--- src/rtl/branch_cond_eval_pkg.sv ---
// Shared branch-condition constants, FSM encoding and the
// combinational condition evaluator used by decode and branch units.
package branch_pkg;

  localparam logic [3:0] COND_BN   = 4'h0;
  localparam logic [3:0] COND_BE   = 4'h1;
  localparam logic [3:0] COND_BLE  = 4'h2;
  localparam logic [3:0] COND_BL   = 4'h3;
  localparam logic [3:0] COND_BLEU = 4'h4;
  localparam logic [3:0] COND_BCS  = 4'h5;
  localparam logic [3:0] COND_BNEG = 4'h6;
  localparam logic [3:0] COND_BVS  = 4'h7;
  localparam logic [3:0] COND_BA   = 4'h8;
  localparam logic [3:0] COND_BNE  = 4'h9;
  localparam logic [3:0] COND_BG   = 4'hA;
  localparam logic [3:0] COND_BGE  = 4'hB;
  localparam logic [3:0] COND_BGU  = 4'hC;
  localparam logic [3:0] COND_BCC  = 4'hD;
  localparam logic [3:0] COND_BPOS = 4'hE;
  localparam logic [3:0] COND_BVC  = 4'hF;

  localparam logic [1:0] ENC_IDLE = 2'd0;
  localparam logic [1:0] ENC_HOLD = 2'd1;
  localparam logic [1:0] ENC_EVAL = 2'd2;
  localparam logic [1:0] ENC_DONE = 2'd3;

  typedef enum logic [1:0] {
    ST_IDLE = ENC_IDLE,
    ST_HOLD = ENC_HOLD,
    ST_EVAL = ENC_EVAL,
    ST_DONE = ENC_DONE
  } state_t;

  function automatic logic cond_eval(
    input logic [3:0] cond,
    input logic       n,
    input logic       z,
    input logic       v,
    input logic       c
  );
    logic t;
    t = 1'b0;
    unique case (cond)
      COND_BN:   t = 1'b0;
      COND_BE:   t = z;
      COND_BLE:  t = z | (n ^ v);
      COND_BL:   t = n ^ v;
      COND_BLEU: t = c | z;
      COND_BCS:  t = c;
      COND_BNEG: t = n;
      COND_BVS:  t = v;
      COND_BA:   t = 1'b1;
      COND_BNE:  t = ~z;
      COND_BG:   t = ~(z | (n ^ v));
      COND_BGE:  t = ~(n ^ v);
      COND_BGU:  t = ~(c | z);
      COND_BCC:  t = ~c;
      COND_BPOS: t = ~n;
      COND_BVC:  t = ~v;
    endcase
    return t;
  endfunction

endpackage

--- src/rtl/branch_cond_eval_if.sv ---
// Request/acknowledge bundle between the control unit's
// branch sequencer and the condition evaluator.
interface branch_cond_eval_if;
  import branch_pkg::*;

  logic       req;
  logic [3:0] cond;
  logic       busy;
  logic       ack;
  logic       taken;
  logic       err;

  modport master (
    output req, cond,
    input  busy, ack, taken, err
  );

  modport slave (
    input  req, cond,
    output busy, ack, taken, err
  );

endinterface

--- src/rtl/branch_cond_eval_sat_counter.sv ---
// Saturating up-counter with synchronous clear; sticks at
// all-ones instead of wrapping.
module sat_counter #(
  parameter int W = 16
) (
  input  logic         clk,
  input  logic         clr,
  input  logic         inc,
  output logic [W-1:0] q
);

  always_ff @(posedge clk) begin
    if (clr)
      q <= '0;
    else if (inc && (q != {W{1'b1}}))
      q <= q + W'(1);
  end

endmodule

--- src/rtl/branch_cond_eval.sv ---
// Branch condition evaluator: waits out in-flight cc updates,
// samples PSR flags, returns a registered decision with ack.
module branch_cond_eval
  import branch_pkg::*;
#(
  parameter int CNT_W    = 16,
  parameter int HOLD_MAX = 8
) (
  input  logic             clk,
  input  logic             rst,
  branch_cond_eval_if.slave bus,
  input  logic             nin,
  input  logic             zin,
  input  logic             vin,
  input  logic             cin,
  input  logic             cc_pending,
  output logic [CNT_W-1:0] eval_cnt,
  output logic [CNT_W-1:0] taken_cnt
);

  localparam logic [7:0] HOLD_LIM = 8'(HOLD_MAX);

  state_t     state;
  logic [3:0] cond_q;
  logic [7:0] hold_cnt;
  logic       eval_inc;
  logic       taken_inc;

  always_ff @(posedge clk) begin
    if (rst) begin
      state     <= ST_IDLE;
      cond_q    <= 4'h0;
      hold_cnt  <= 8'd0;
      bus.busy  <= 1'b0;
      bus.ack   <= 1'b0;
      bus.taken <= 1'b0;
      bus.err   <= 1'b0;
    end else begin
      bus.ack <= 1'b0;
      unique case (state)
        ST_IDLE: begin
          if (bus.req) begin
            cond_q   <= bus.cond;
            hold_cnt <= 8'd0;
            bus.busy <= 1'b1;
            state    <= cc_pending ? ST_HOLD : ST_EVAL;
          end
        end
        ST_HOLD: begin
          // a flag drop wins over a timeout on the same cycle
          if (!cc_pending) begin
            state <= ST_EVAL;
          end else if (hold_cnt == HOLD_LIM) begin
            bus.ack   <= 1'b1;
            bus.err   <= 1'b1;
            bus.taken <= 1'b0;
            state     <= ST_DONE;
          end else begin
            hold_cnt <= hold_cnt + 8'd1;
          end
        end
        ST_EVAL: begin
          bus.taken <= cond_eval(cond_q, nin, zin, vin, cin);
          bus.err   <= 1'b0;
          bus.ack   <= 1'b1;
          state     <= ST_DONE;
        end
        ST_DONE: begin
          bus.busy <= 1'b0;
          state    <= ST_IDLE;
        end
      endcase
    end
  end

  assign eval_inc  = (state == ST_DONE) && !bus.err;
  assign taken_inc = (state == ST_DONE) && bus.taken;

  sat_counter #(.W(CNT_W)) u_eval_cnt (
    .clk (clk),
    .clr (rst),
    .inc (eval_inc),
    .q   (eval_cnt)
  );

  sat_counter #(.W(CNT_W)) u_taken_cnt (
    .clk (clk),
    .clr (rst),
    .inc (taken_inc),
    .q   (taken_cnt)
  );

endmodule
--- src/flat_wrapper.sv ---
// flat-port wrapper written by rule: the top's interface ports become plain ports
module branch_cond_eval_flat import branch_pkg::*;
#(
  parameter int CNT_W    = 16,
  parameter int HOLD_MAX = 8
)
  (clk, rst, nin, zin, vin, cin, cc_pending, eval_cnt, taken_cnt, bus_req, bus_cond, bus_busy, bus_ack, bus_taken, bus_err);
  branch_cond_eval_if bus_i ();
  input  logic clk;
  input  logic rst;
  input  logic nin;
  input  logic zin;
  input  logic vin;
  input  logic cin;
  input  logic cc_pending;
  output logic [CNT_W-1:0] eval_cnt;
  output logic [CNT_W-1:0] taken_cnt;
  input wire logic [$bits(bus_i.req)-1:0] bus_req;
  input wire logic [$bits(bus_i.cond)-1:0] bus_cond;
  output wire logic [$bits(bus_i.busy)-1:0] bus_busy;
  output wire logic [$bits(bus_i.ack)-1:0] bus_ack;
  output wire logic [$bits(bus_i.taken)-1:0] bus_taken;
  output wire logic [$bits(bus_i.err)-1:0] bus_err;
  assign bus_i.req = bus_req;
  assign bus_i.cond = bus_cond;
  assign bus_busy = bus_i.busy;
  assign bus_ack = bus_i.ack;
  assign bus_taken = bus_i.taken;
  assign bus_err = bus_i.err;
  branch_cond_eval #(.CNT_W(CNT_W), .HOLD_MAX(HOLD_MAX)) u_core (.clk(clk), .rst(rst), .bus(bus_i), .nin(nin), .zin(zin), .vin(vin), .cin(cin), .cc_pending(cc_pending), .eval_cnt(eval_cnt), .taken_cnt(taken_cnt));
endmodule
--- config.mk ---
export PLATFORM = sky130hd
export DESIGN_NAME = branch_cond_eval_flat
export DESIGN_NICKNAME = d
export VERILOG_FILES = /design/src/rtl/branch_cond_eval_pkg.sv /design/src/rtl/branch_cond_eval_if.sv /design/src/rtl/branch_cond_eval_sat_counter.sv /design/src/rtl/branch_cond_eval.sv /design/src/flat_wrapper.sv
export SDC_FILE = /design/constraint.sdc
export NUM_CORES = 1
export LEC_CHECK = 0
export CAP_MARGIN = 20
export CELL_PAD_IN_SITES_DETAIL_PLACEMENT = 1
export CELL_PAD_IN_SITES_GLOBAL_PLACEMENT = 1
export CORE_UTILIZATION = 36
export DETAILED_ROUTE_END_ITERATION = 10
export PLACE_DENSITY = 0.84
export SYNTH_ARGS = -nofsm -noshare
export SYNTH_HDL_FRONTEND = slang
export SYNTH_HIERARCHICAL = 1
export SYNTH_SLANG_ARGS = --single-unit
--- constraint.sdc ---
create_clock -name clk -period 2.1 [get_ports clk]
set_clock_uncertainty 0.2 [all_clocks]
set_input_delay 0.21 -clock clk [delete_from_list [all_inputs] [get_ports clk]]
set_output_delay 0.21 -clock clk [all_outputs]
set_load 0.1 [all_outputs]
==> results of run 1 <==
==> repair_timing <==
item,in CTS,in global routing
resized for setup,2,9
pin swaps,0,1
setup endpoints to repair,1,12
gates cloned,0,0
buffers inserted,0,1
==> stage by stage <==
step | power, mW | std cells | util, % | hold slack [ps]
after floorplan | 1.37 | 318 | - | 86.1
after global placement | 1.51 | 471 | 46.9 | 275
after detailed placement | 1.53 | 471 | 46.9 | 277
after CTS | 2.10 | 479 | 48.2 | 260
after global routing | 2.19 | 480 | 48.9 | 296
final | 2.09 | 480 | 48.9 | 264
==> sequential cells by signal (all words and copies together) (netlist names) <==
signal / flops
u_core/bus.ack: 1
u_core/bus.taken: 1
u_core/u_taken_cnt/q: 16
u_core/bus.busy: 1
u_core/u_eval_cnt/q: 16
u_core/hold_cnt: 8
u_core/bus.err: 1
u_core/cond_q: 4
u_core/state: 2
==> cell families after synthesis <==
| kind of cell | count (synthesis) | share of synthesized area [%] |
|---|---|---|
| xor gates and xnor gates | 13 | 4.17 |
| buffers and inverters | 25 | 3.71 |
| DFF | 50 | 36.7 |
| and+or+nand+nor | 144 | 32.4 |
| muxes | 6 | 2.29 |
| adders and majority gates | 8 | 3.67 |
| AOI/OAI and AO/OA | 72 | 17.1 |
==> worst min-delay path: cells and delay by family <==
kind	cells	cell delay, ps
compound gates	1	50
buf+inv	1	400
simple gates	1	70
==> synthesized netlist by cell type (3+ instances only) <==
library cell and number:
sky130_fd_sc_hd__nand2_1 20, sky130_fd_sc_hd__nand3_1 20, sky130_fd_sc_hd__or3_1 7, sky130_fd_sc_hd__xnor2_1 4, sky130_fd_sc_hd__o21ai_0 13, sky130_fd_sc_hd__xor2_1 9, sky130_fd_sc_hd__nor4_1 5, sky130_fd_sc_hd__nor3_1 8
sky130_fd_sc_hd__nor2b_1 5, sky130_fd_sc_hd__nor2_1 28, sky130_fd_sc_hd__mux2i_1 4, sky130_fd_sc_hd__a21oi_1 28, sky130_fd_sc_hd__inv_1 14, sky130_fd_sc_hd__or4_1 14, sky130_fd_sc_hd__dfxtp_1 50, sky130_fd_sc_hd__and4_1 6
sky130_fd_sc_hd__and3_1 3, sky130_fd_sc_hd__o31ai_1 13, sky130_fd_sc_hd__nand4_1 8, sky130_fd_sc_hd__buf_2 3, sky130_fd_sc_hd__ha_1 8, sky130_fd_sc_hd__clkbuf_1 5
==> metal layers <==
| layer | vias up | track usage [%] | wire (um) |
|---|---|---|---|
| met5 | - | 0 | 0 |
| met4 | 0 | 5.34 | 75 |
| met3 | 6 | 2.86 | 164 |
| met2 | 37 | 34.8 | 3610 |
| met1 | 1287 | 22.6 | 3280 |
| li1 | 1304 | - | - |
==> worst paths after layout <==
check | start | to | cells past startpoint
min | bus_cond[0] | u_core/cond_q[0] | 3
min reg2reg | u_core/cond_q[3] | u_core/cond_q[3] | 2
max reg2reg | u_core/u_taken_cnt/q[0] | u_core/u_taken_cnt/q[5] | 7
max | u_core/u_taken_cnt/q[0] | u_core/u_taken_cnt/q[5] | 7
==> where the power goes <==
group	total (mW)	switching (mW)	internal, mW
logic	0.535	0.329	0.205
clock network	0.558	0.328	0.229
registers	1.00	0.0406	0.959
==> area by class of cell <==
| class | instances | area (um2) |
|---|---|---|
| Tap cell | 99 | 124 |
| Clock buffer | 5 | 68.8 |
| Timing Repair Buffer | 66 | 523 |
| Multi-Input combinational cell | 243 | 1680 |
| Sequential cell | 50 | 1100 |
| Clock inverter | 3 | 16.3 |
| Fill cell | 892 | 3730 |
| Inverter | 14 | 52.6 |
==> run summary, run 1 <==
The placer congestion estimate is 0.849. STA classifies the critical path endpoint as a flip-flop. Starting density of the core: 37.4%. The most numerous cell type found on the critical path is sky130_fd_sc_hd__buf_4.

The summed instance area of the synthesized netlist was 2730 um2; the maximum fanout count along the critical path was 10. The run gives 48 as the I/O pin count. The flow ran to the end, and the final reports show no timing, DRC or antenna violations. The floorplan step set the die height to 89.1 um.

The tree is rooted in a sky130_fd_sc_hd__clkbuf_8. The final route contains 2634 vias. In the final routed layout, each cell accounts on average for 14.9 um. In the post-route analysis, the smallest setup slack over all paths is 85.8 ps. The run gives 318 as the number of instances in the synthesized netlist. Once detail routing completed, the nets flagged for antenna violations numbered 0. In this run the tightest slew margin relative to its limit is 58.6%. STA classifies the critical path startpoint as a flip-flop.

The via count normalized by instance count is 5.49, and the fraction of synthesized cell area taken by the top area cell type is 36.7%. Grouping stages by cell kind, the critical path spends the most delay in simple AND/OR/NAND/NOR gates. The run gives 3560 um2 as the cell area after layout. At the end of the flow, the number of nets in the layout was 400. The count of flip-flops with a built-in enable after synthesis is 0, and the placed instance area is 3420 um2. After synthesis, the netlist uses 52 different library cells.

The later pin in the worst-skew pair is clocked with a latency of 300 ps. TritonCTS built the clock tree. Count of pins over their slew limit: 0. Iteration count of the initial detailed-routing pass: 4. The post-route fraction of the period consumed by the critical path is 95.9%, and the hold-fix buffer count after cts is 0.

The maximum root-to-sink buffer count came out at 2. The logs give 0 for the overall overflow remaining after global route and 2120 ps for the worst endpoint required time. During synthesis, Yosys emitted a total of 6 warnings. Clock-pin slew was measured on the worst setup and hold paths at 100 ps.

For the worst setup path, the data arrival time is 2030 ps. In this run, synthesis produced a sequential element count of 50. The floorplan step defined a die boundary enclosing 7940 um2.

For this design the static power due to leakage is 1.32 nW. The worst hold path belongs to the class input pin to flip-flop. Measured along the x axis, the die boundary spans 89.1 um.

The iteration-0 DRC count of the detailed router was 63. 0 antenna diodes ended up in the layout. Setup repair after global routing could not meet its margin everywhere. From synthesis to final layout, the design area changed by 30.5%.

The total routed wirelength was 7.14 mm; the peak supply drop was 0.485 mV. At the placement stage, the worst setup path has a slack of -39.2 ps. After floorplanning, the core was sized to cover 7290 um2. Based on the critical path, the design can be clocked at up to 0.496 GHz. The largest total area in the synthesized netlist belongs to sky130_fd_sc_hd__dfxtp_1.

Number of hold-slack violations in the final timing report: 0. In the final layout, the share of cells above drive strength 1 is 31.8%. CTS saw 50 sinks. For this run, the total global-route usage over all layers was measured as 18.9%.

The average cell area after synthesis is 8.59 um2. Setup violations remaining at the end of the flow were counted as 0. The H-tree was split into 2 levels.

Port buffering added 47 buffers. The first global-routing pass estimated 11.9 mm of wire. At the pin with the least slew margin, the transition time is 613 ps. The setup path with the least slack is of type flip-flop to flip-flop.

In the layout the commonest cells are sky130_fd_sc_hd__buf_4, sky130_fd_sc_hd__nor2_1, sky130_fd_sc_hd__a21oi_1, sky130_fd_sc_hd__dfxtp_4, sky130_fd_sc_hd__nand3_1. The run gives 0 as the number of DRC violations after detailed routing. Among all stages on the critical path, the largest delay is contributed by sky130_fd_sc_hd__or4_1.

The most used flip-flop cell after synthesis is sky130_fd_sc_hd__dfxtp_1. Across the run, the number of max-cap violations was 0. The count of standard-cell rows was 31. Traced cell by cell, the critical path runs through ha_1 -> nand3_2 -> nor4_4 -> buf_4 -> buf_4 -> or4_1 -> a21oi_1. The maximum number of pins on one net before global-route repair is 16, and the peak per-stage delay on the critical path is 470 ps. The worst path needs 2010 ps of the cycle, external delays included. The number of buffers and inverters on the critical path is 2, and the sequential-to-total area share from yosys stat is 36.7%.

Dividing total power by cell area gives a power density of 587 nW/um2. Ranked by total cell area, the synthesized netlist is headed by sky130_fd_sc_hd__dfxtp_1, sky130_fd_sc_hd__a21oi_1, sky130_fd_sc_hd__nor2_1. The number of nets handed over by synthesis was 338. Setup slack on the worst reg-to-reg path comes out at 90 ps. Via count of the first global-routing pass: 2638.

The setup TNS was 0 ps; the final HPWL from detailed placement was 5.44 mm. Of all flip-flops after synthesis, the portion carrying an async set or reset was 0%. Buffers inserted during clock tree synthesis total 5. The library cell used most frequently in the layout, excluding fill and tap cells, is sky130_fd_sc_hd__buf_4.

For the initial antenna violation count, the log shows 0.
(Power assumes the default switching activity.)
==> inputs of run 2 (changes only) <==
Settings changed: RECOVER_POWER from default to 25.
==> run summary, run 2 (synthesized netlist as in run 1, its figures left out) <==
The class of the most critical hold timing path was input pin to flip-flop (unchanged). Top library cells by usage in the layout, fill and taps aside: sky130_fd_sc_hd__buf_4, sky130_fd_sc_hd__nor2_1, sky130_fd_sc_hd__a21oi_1, sky130_fd_sc_hd__dfxtp_4, sky130_fd_sc_hd__clkbuf_2 (was sky130_fd_sc_hd__buf_4, sky130_fd_sc_hd__nor2_1, sky130_fd_sc_hd__a21oi_1, sky130_fd_sc_hd__dfxtp_4, sky130_fd_sc_hd__nand3_1). The floorplan core area was 7290 um2 (unchanged). The layout overhead on the synthesized area works out to 28.6% (was 30.5%).

The pre-CTS worst setup slack came out at -39.2 ps (unchanged). The logs give 0 (unchanged) for the antenna diode instance count and 0.480 mV (was 0.485 mV) for the peak supply drop. The run gives 4 (unchanged) as the iteration count of the initial detailed-routing pass.

The tools report the starting density of the core as 37.4% (unchanged). Registers with the most flip-flops: u_core/u_eval_cnt/q: 16 flops, u_core/u_taken_cnt/q: 16 flops, u_core/hold_cnt: 8 flops (unchanged). The tools report the critical path startpoint category as a flip-flop (unchanged). The tools report the source of the worst hold timing path as bus_cond[0] (unchanged). The tools report the source-to-sink clock delay at the later pin of the worst-skew pair as 300 ps (about the same). The tools report the via count of the first global-routing pass as 2638 (unchanged).

The I/O pin count was 48 (unchanged); the wire length of the first global-routing pass was 11.9 mm (unchanged). The register-to-register setup slack was 90 ps (about the same). The terminating pin of the worst hold path was u_core/cond_q[0] (unchanged). The run finished with clean final reports. Cells along the critical path: ha_1 -> nand3_2 -> nor4_4 -> buf_4 -> buf_4 -> or4_1 -> a21oi_1 (unchanged). The final period demand of the worst path works out to 2010 ps (about the same). The commonest non-fill, non-tap cell in the layout was sky130_fd_sc_hd__buf_4 (unchanged).

The number of port buffers is 47 (unchanged), and the iteration-0 DRC count of the detailed router is 66 (was 63). The initial antenna violation count came out at 0 (unchanged). For the post-route antenna net violation count, the log shows 0 (unchanged). The share of layout cells above drive strength 1 was 31.8% (unchanged). Transition at the pin with the smallest max-transition slack: 612 ps (was 613 ps). The maximum number of pins on one net before global-route repair was 16 (unchanged). The number of stages on the worst hold path was 3 (unchanged); the number of hold-slack violations in the final timing report was 0 (unchanged). The chip width is 89.1 um (unchanged). The CTS buffer count was 5 (unchanged). Root buffer cell: sky130_fd_sc_hd__clkbuf_8 (unchanged).

The net count reported at finish was 400 (unchanged); the peak per-stage delay on the critical path was 470 ps (about the same). Type of the worst setup path: flip-flop to flip-flop (unchanged). Setup repair after global routing could not meet its margin everywhere. The final HPWL from detailed placement was 5.44 mm (unchanged); the count of standard-cell rows was 31 (unchanged). The end of the worst register-to-register path was u_core/u_taken_cnt/q[5] (unchanged). The tools report the peak clock frequency supported by timing as 0.496 GHz (about the same). The tools report the number of levels in the clock H-tree as 2 (unchanged). The nature of the critical path endpoint is a flip-flop (unchanged). For the static power due to leakage, the log shows 1.30 nW (was 1.32 nW). TritonCTS built the clock tree.

For the worst slew margin relative to its limit, the log shows 58.6% (about the same). The worst endpoint data arrival time was 2030 ps (about the same). Max-cap violation count: 0 (unchanged). The routed wire length per instance works out to 14.8 um (was 14.9 um).

Most repeated library cell on the critical path: sky130_fd_sc_hd__buf_4 (unchanged). The via count was 2638 (was 2634); the worst setup slack after layout was 85.5 ps (was 85.8 ps). The tools report the worst flop-to-flop path startpoint as u_core/u_taken_cnt/q[0] (unchanged).

For the count of pins over their slew limit, the log shows 0 (unchanged). The logs give 7940 um2 (unchanged) for the die area and 2.09 mW (about the same) for the power after layout. The clock net sink count is 50 (unchanged). The hold slack was 263 ps (was 264 ps).

The run gives 0 (unchanged) as the count of endpoints failing setup in the final report. Slowest stage cell on the critical path: sky130_fd_sc_hd__or4_1 (unchanged). The cell area after layout was 3510 um2 (was 3560 um2). Clock transition at the register clock pins on the worst setup and hold paths after CTS: 100 ps (about the same).

The worst reg2reg path depth was 7 (unchanged); the number of DRC violations after detailed routing was 0 (unchanged). The placed instance area is 3420 um2 (unchanged), and the maximum fanout count along the critical path is 10 (unchanged). The run gives 2 (unchanged) as the maximum root-to-sink buffer count. The placer congestion estimate was 0.849 (unchanged). Power per standard cell area: 594 nW/um2 (was 587 nW/um2). The tools report the overall fraction of global-route tracks in use as 18.9% (unchanged).

The post-route fraction of the period consumed by the critical path works out to 95.9% (about the same). The total routed wirelength was 7.12 mm (was 7.14 mm); the die boundary height was 89.1 um (unchanged). Worst endpoint required time: 2120 ps (about the same). The via count normalized by instance count was 5.50 (was 5.49). For the overall overflow remaining after global route, the log shows 0 (unchanged).
[run 2: changes by cell type in the layout (fill, tap and decap cells not counted)]
cell	before	now
sky130_fd_sc_hd__buf_4	55	34
sky130_fd_sc_hd__clkbuf_2	0	21
[run 2: worst max-delay path: cells and delay by family (launching register included)]
kind / cells / cell delay, ps
compound gates: 1 / 150
fa+ha+maj: 1 / 260
buf+inv: 2 / 320
flops: 1 / 370
simple gates: 3 / 640
[run 2: worst max path at each step]
stage,startpoint,endpoint,slack [ps],cells after the start
2_1_floorplan,u_core/u_eval_cnt/q[13],u_core/u_eval_cnt/q[1],10,5
3_3_place_gp,u_core/state[0],u_core/u_eval_cnt/q[11],90,5
3_5_place_dp,u_core/state[0],u_core/u_eval_cnt/q[11],-40,5
4_1_cts,u_core/state[1],u_core/hold_cnt[7],30,7
5_1_grt,u_core/state[1],u_core/u_taken_cnt/q[10],6,7
6_report,u_core/u_taken_cnt/q[0],u_core/u_taken_cnt/q[5],90,7
[run 2: per-stage QoR]
stage | TNS (ps) | std cells | util [%]
final | 0 | 480 | 48.1
after global routing | 0 | 480 | 48.1
after CTS | 0 | 479 | 48.2
after detailed placement | -39.2 | 471 | 46.9
after global placement | 0 | 471 | 46.9
after floorplan | 0 | 318 | -
[run 2: metal layers]
layer / vias to the layer above / part of all wire, % / GRT usage [%]
li1: 1303 / - / -
met1: 1292 / 46 / 22.6
met2: 37 / 51 / 34.8
met3: 6 / 2.5 / 2.86
met4: 0 / 1.0 / 5.34
met5: - / 0 / 0
[run 2: power by group]
| part | switching (mW) | internal, mW |
|---|---|---|
| clock network | 0.329 | 0.229 |
| logic | 0.329 | 0.199 |
| registers | 0.0404 | 0.959 |
[run 2: area by class of cell]
class / instances / area (um2)
well taps: 99 / 124
fillers: 890 / 3780
clock buffers: 5 / 68.8
repair buffers: 66 / 470
clock inverters: 3 / 16.3
inverters: 14 / 52.6
multi-input cells: 243 / 1680
flip-flops and latches: 50 / 1100
[run 2: what timing repair did]
item                       CTS  global route
gates cloned                 0             0
hold buffers                 0             0
pin swaps                    0             1
setup endpoints to repair    1            12
resized for setup            2             9
setup buffers                0             1
